## src/rtl/pc_sequencer_pkg.sv

```systemverilog
// Shared processor definitions for the fetch sequencer: state encoding and
// default address map.
package pc_sequencer_pkg;

    localparam int unsigned PC_WIDTH_DEF   = 32;
    localparam int unsigned RESET_ADDR_DEF = 0;
    localparam int unsigned INT_ADDR_DEF   = 32;

    typedef enum logic [2:0] {
        ST_BOOT,
        ST_RUN,
        ST_INT_PC,
        ST_INT_FLAGS,
        ST_INT_JUMP
    } seq_state_t;

endpackage

```

## src/rtl/pc_sequencer_int_edge_latch.sv

```systemverilog
// Rising-edge detector on the interrupt request with a sticky pending flag.
module int_edge_latch (
    input  logic clk,
    input  logic rst_n,
    input  logic int_req,
    input  logic clr,
    output logic pending
);

    logic int_req_d;

    // Previous-value register resets high so a request already asserted at
    // reset release is not mistaken for an edge. A fresh edge wins over clr.
    always_ff @(posedge clk or negedge rst_n) begin
        if (!rst_n) begin
            int_req_d <= 1'b1;
            pending   <= 1'b0;
        end else begin
            int_req_d <= int_req;
            if (int_req && !int_req_d) begin
                pending <= 1'b1;
            end else if (clr) begin
                pending <= 1'b0;
            end
        end
    end

endmodule

```

## src/rtl/pc_sequencer.sv

```systemverilog
// Fetch-address sequencer: sequential/two-word advance, branch and return
// redirects, and a four-cycle interrupt entry that pushes pc and flags.
module pc_sequencer
    import pc_sequencer_pkg::*;
#(
    parameter int unsigned           PC_WIDTH   = PC_WIDTH_DEF,
    parameter logic [PC_WIDTH-1:0]   RESET_ADDR = PC_WIDTH'(RESET_ADDR_DEF),
    parameter logic [PC_WIDTH-1:0]   INT_ADDR   = PC_WIDTH'(INT_ADDR_DEF)
) (
    input  logic                clk,
    input  logic                rst_n,
    input  logic                int_req,
    input  logic                stall,
    input  logic                two_word,
    input  logic                branch_taken,
    input  logic [PC_WIDTH-1:0] branch_target,
    input  logic                ret_valid,
    input  logic [PC_WIDTH-1:0] ret_pc,
    output logic [PC_WIDTH-1:0] pc,
    output logic                fetch_en,
    output logic                flush,
    output logic                push_pc,
    output logic                push_flags,
    output logic [PC_WIDTH-1:0] push_data,
    output logic                int_ack
);

    seq_state_t          state_q, state_d;
    logic [PC_WIDTH-1:0] pc_q, pc_d;
    logic [PC_WIDTH-1:0] saved_pc_q, saved_pc_d;
    logic                jumped_q, jumped_d;
    logic                int_pending;

    int_edge_latch u_int_edge_latch (
        .clk     (clk),
        .rst_n   (rst_n),
        .int_req (int_req),
        .clr     (int_ack),
        .pending (int_pending)
    );

    always_ff @(posedge clk or negedge rst_n) begin
        if (!rst_n) begin
            state_q    <= ST_BOOT;
            pc_q       <= RESET_ADDR;
            saved_pc_q <= '0;
            jumped_q   <= 1'b0;
        end else begin
            state_q    <= state_d;
            pc_q       <= pc_d;
            saved_pc_q <= saved_pc_d;
            jumped_q   <= jumped_d;
        end
    end

    // jumped_q blocks a back-to-back interrupt until the handler fetches once.
    always_comb begin
        state_d    = state_q;
        pc_d       = pc_q;
        saved_pc_d = saved_pc_q;
        jumped_d   = jumped_q;
        fetch_en   = 1'b0;
        flush      = 1'b0;
        push_pc    = 1'b0;
        push_flags = 1'b0;
        int_ack    = 1'b0;
        case (state_q)
            ST_BOOT: begin
                state_d = ST_RUN;
            end
            ST_RUN: begin
                fetch_en = !stall;
                if (!stall) jumped_d = 1'b0;
                if (ret_valid) begin
                    pc_d  = ret_pc;
                    flush = 1'b1;
                end else if (branch_taken) begin
                    pc_d  = branch_target;
                    flush = 1'b1;
                end else if (stall) begin
                    pc_d = pc_q;
                end else if (int_pending && !jumped_q) begin
                    fetch_en   = 1'b0;
                    flush      = 1'b1;
                    saved_pc_d = pc_q;
                    state_d    = ST_INT_PC;
                end else begin
                    pc_d = two_word ? pc_q + PC_WIDTH'(2) : pc_q + PC_WIDTH'(1);
                end
            end
            ST_INT_PC: begin
                push_pc = 1'b1;
                if (!stall) state_d = ST_INT_FLAGS;
            end
            ST_INT_FLAGS: begin
                push_flags = 1'b1;
                if (!stall) begin
                    state_d = ST_INT_JUMP;
                    pc_d    = INT_ADDR;
                end
            end
            ST_INT_JUMP: begin
                int_ack = 1'b1;
                if (!stall) begin
                    state_d  = ST_RUN;
                    jumped_d = 1'b1;
                end
            end
            default: begin
                state_d = ST_BOOT;
            end
        endcase
    end

    assign pc        = pc_q;
    assign push_data = (state_q == ST_INT_PC) ? saved_pc_q : '0;

endmodule

```

## config.mk

```make
export PLATFORM = sky130hd
export DESIGN_NAME = pc_sequencer
export DESIGN_NICKNAME = d
export VERILOG_FILES = /design/src/rtl/pc_sequencer_pkg.sv /design/src/rtl/pc_sequencer_int_edge_latch.sv /design/src/rtl/pc_sequencer.sv
export SDC_FILE = /design/constraint.sdc
export NUM_CORES = 1
export LEC_CHECK = 0
export ABC_AREA = 0
export BUFFER_PORTS_ARGS = -buffer_cell sky130_fd_sc_hd__buf_2
export CAP_MARGIN = 20
export CORE_UTILIZATION = 50
export DETAILED_ROUTE_END_ITERATION = 12
export PLACE_DENSITY = 0.79
export SETUP_SLACK_MARGIN = 0.02
export SLEW_MARGIN = 20
export SYNTH_ARGS = -nofsm -noshare
export SYNTH_HDL_FRONTEND = slang
export SYNTH_SLANG_ARGS = --single-unit
```

## constraint.sdc

```tcl
create_clock -name clk -period 3.7 [get_ports clk]
set_input_delay 0.185 -clock clk [delete_from_list [all_inputs] [get_ports clk]]
set_output_delay 0.185 -clock clk [all_outputs]
set_load 0.02 [all_outputs]
```

==> out/qor.yml <==
hold_buffers: 2
dieArea_um2: 8940
met3WireLength_mm: 1.06
path_class: "reg -> out"
die_w_um: 94.6
ios: 140
slew_headroom_pct: 33.3
status: "completed"
ir_drop_mv: 0.365
startpoint: "state_q[1]$_DFFE_PN0P_"
setup-violations-final: 0
synth_nets: 539
clk_pin_slew_ns: 0.08
crit_path_top_delay_cell: "nor3b_2"
ant_nets: 0
crit_path_max_incr_delay_ns: 0.76
hold_viol_final: 0
muxShareOfSynthArea_pct: 7.04
maxCapViolCount: 0
p_clk_share_pct: 17.5
endpoint_kind: "output port"
grt_max_degree: 71
dpl.hpwl_mm: 8.75
synthToLayoutAreaGrowth_pct: 21.9
min_from: "stall"
drcViolationCount: 0
drt-pass1-iter-count: 7
ys_seq_area_share_pct: 40.9
r2r_start: "state_q[0]$_DFFE_PN0P_"
clock_latency_ns: 0.37
synth-edff-count: 0
post-cts-setup-buffers: 0
finalWorstSetupSlack_ns: 1.23
syn_area_um2: 4280
synthCells: 466
place_ws_ns: 1.29
max_freq_mhz: 405
antenna_found_initial: 0
placed_cells: 682
dpl_cell_area_um2: 4980
via_count: 4327
fin_cells: 700
grt_pass1_wl_mm: 19.6
p_sw_mw: 1.82
cts_resized: 0
cts_buffers: 9
multi_input_area_um2: 2320
track_usage_pct: 29.1
die_y_um: 94.6
wl_per_cell_um: 18.1
tightestPinTransition_ns: 1.00
clock_sinks: 70
avgSynthCellArea_um2: 9.19
switching_share_pct: 44.6
power_frac_seq_pct: 38.6
grt_pass1_vias: 3867
maxSlewViolCount: 0
start_util_pct: 51.9
hp-class: "in -> reg"
rows: 33
port_buffers: 139
fin_crit_sh_pct: 66.8
finish.net_count: 663
cts_root_buf: "clkbuf_8"
wl_mm: 12.7
routedLengthMet1_mm: 5.21
pwr-share-comb_pct: 43.9
timing.setup.tns_ns: 0
insertedDiodeCount: 0
clk_path_buf_depth: 2
fin_crit_ns: 2.47
yosys.area_share.simple_pct: 22.3
cts_tree: "built"
power_density_nw_per_um2: 780
grt_overflow: 0
fillCellCount: 730
synth_fa_ha_area_share_pct: 0.818
ys_seq_elements: 70
path_cells: "nor3b_2 > buf_4 > and2_1 > buf_2"
place.gp.congestion: 0.891
seqCellArea_um2: 1750
fin_worst_skew_ns: 0.0105
top_layer: "met4"
arrival_ns: 2.29
p_leak_nw: 2.42
route.met2.wl_mm: 6.04
rsz0062_at_grt: "no"
cp_max_fo: 19
htreeDepth: 3
core_um2: 8260
yosysWarningCount: 0
synth_top_family_by_area: "compound AO/OA/AOI/OAI gates"
first_iter_violations: 379
async_flop_share_pct: 100
fin_area_um2: 5220
drive_gt1_share_pct: 32.8
required_ns: 3.51
via_per_inst: 6.18
synth_compound_area_share_pct: 23.4
internal_power_mw: 2.26
startpoint_type: "flop"
final_core_util_pct: 63.2
synth-main-ff-cell: "dfrtp_1"
synth_xor_xnor_area_share_pct: 0.613
ys_types: 64
-- synth_stat cells, types with 4 or more instances --
cell / number / area [µm²]
mux2_2: 24 / 270
o2bb2ai_1: 5 / 43.8
clkbuf_1: 13 / 48.8
and3_1: 7 / 43.8
a21oi_1: 18 / 90.1
nand2b_1: 4 / 25.0
dfrtp_1: 69 / 1730
and2_1: 33 / 206
a22o_1: 16 / 140
nor4_1: 7 / 43.8
nand3_1: 9 / 45.0
buf_2: 11 / 55.1
nand4_1: 10 / 62.6
o21ai_0: 33 / 165
nor3_1: 12 / 60.1
inv_1: 12 / 45.0
nor2_1: 30 / 113
and4_1: 4 / 35.0
o22ai_1: 24 / 150
nand2_1: 33 / 124
o31ai_1: 26 / 195
-- worst paths after layout --
| path | slack, ns | cells after the start | endpoint |
|---|---|---|---|
| min in group asynchronous | 0.50 | 2 | saved_pc_q[23]$_DFFE_PN0P_ |
| setup / recovery | 1.23 | 4 | push_data[6] |
| hold reg to reg | 0.48 | 2 | saved_pc_q[3]$_DFFE_PN0P_ |
| max in group asynchronous | 2.62 | 2 | pc[23]$_DFFE_PN0P_ |
| hold / removal | 0.13 | 2 | jumped_q$_DFFE_PN0P_ |
| setup reg to reg | 1.26 | 3 | saved_pc_q[11]$_DFFE_PN0P_ |
-- routing by layer --
| layer | vias to the layer above | track usage, % |
|---|---|---|
| met5 | - | 0 |
| met4 | 0 | 13.9 |
| met3 | 38 | 6.04 |
| met2 | 245 | 44.7 |
| met1 | 2052 | 39.2 |
| li1 | 1992 | - |
-- cell type report --
type,count,share of cell area [%]
sequential,70,33.6
timing repair buffer,144,14.2
clock buffer,11,2.71
tap,105,2.52
clock inverter,5,1.58
multi-input combinational,352,44.5
inverter,13,0.935
-- per-stage QoR --
stage	power (mW)	hold slack, ns
after floorplan	2.76	-0.111
after global placement	3.26	0.300
after detailed placement	3.34	0.303
after CTS	4.05	0.121
after global routing	4.32	0.148
final	4.07	0.129
-- power by group through the flow --
stage / combinational [mW] / sequential (mW) / clock (mW)
after floorplan: 1.12 / 1.64 / 0
after global placement: 1.72 / 1.54 / 0
after detailed placement: 1.77 / 1.57 / 0
after CTS: 1.78 / 1.56 / 0.715
after global routing: 1.95 / 1.63 / 0.748
final: 1.79 / 1.57 / 0.711
-- cell families (layout without fill, tap and decap cells) --
logic type | count (synthesis) | after routing
simple gates | 172 | 172
mux | 27 | 27
fa+ha+maj | 3 | 3
compound gates | 147 | 147
buf+inv | 44 | 173
xor+xnor | 3 | 3
flops | 70 | 70
-- worst max-delay path: cells and delay by family, from the launching register on --
kind	cells	cell delay, ns
buffers and inverters	2	0.49
AND/OR/NAND/NOR	2	0.91
flip-flops	1	0.51
-- registers in the layout, summed over array words and instances, names as in the netlist --
name	cells
u_int_edge_latch.pending	1
saved_pc_q	32
pc	32
jumped_q	1
u_int_edge_latch.int_req_d	1
state_q	3
-- cell usage in the layout (no fill, tap or decap), types with 3 or more instances in the layout --
cell type     n
xnor2_1       3
nand4_1      10
nor3_1       12
buf_2       138
or3_1         3
and4_1        4
mux2_2       24
o2bb2ai_1     5
nor2b_1       3
nand2_1      33
nand2b_1      4
inv_1        12
buf_4         4
nand3_1       9
and2_1       33
or2_1         3
a21oi_1      18
a22o_1       16
and3_1        7
nor4_1        7
o21ai_0      33
o22ai_1      24
o31ai_1      26
clkinvlp_4    3
dfrtp_1      69
clkbuf_8     10
a22oi_1       3
nor2_1       30
Note: power is estimated with default switching activity, not from simulation.
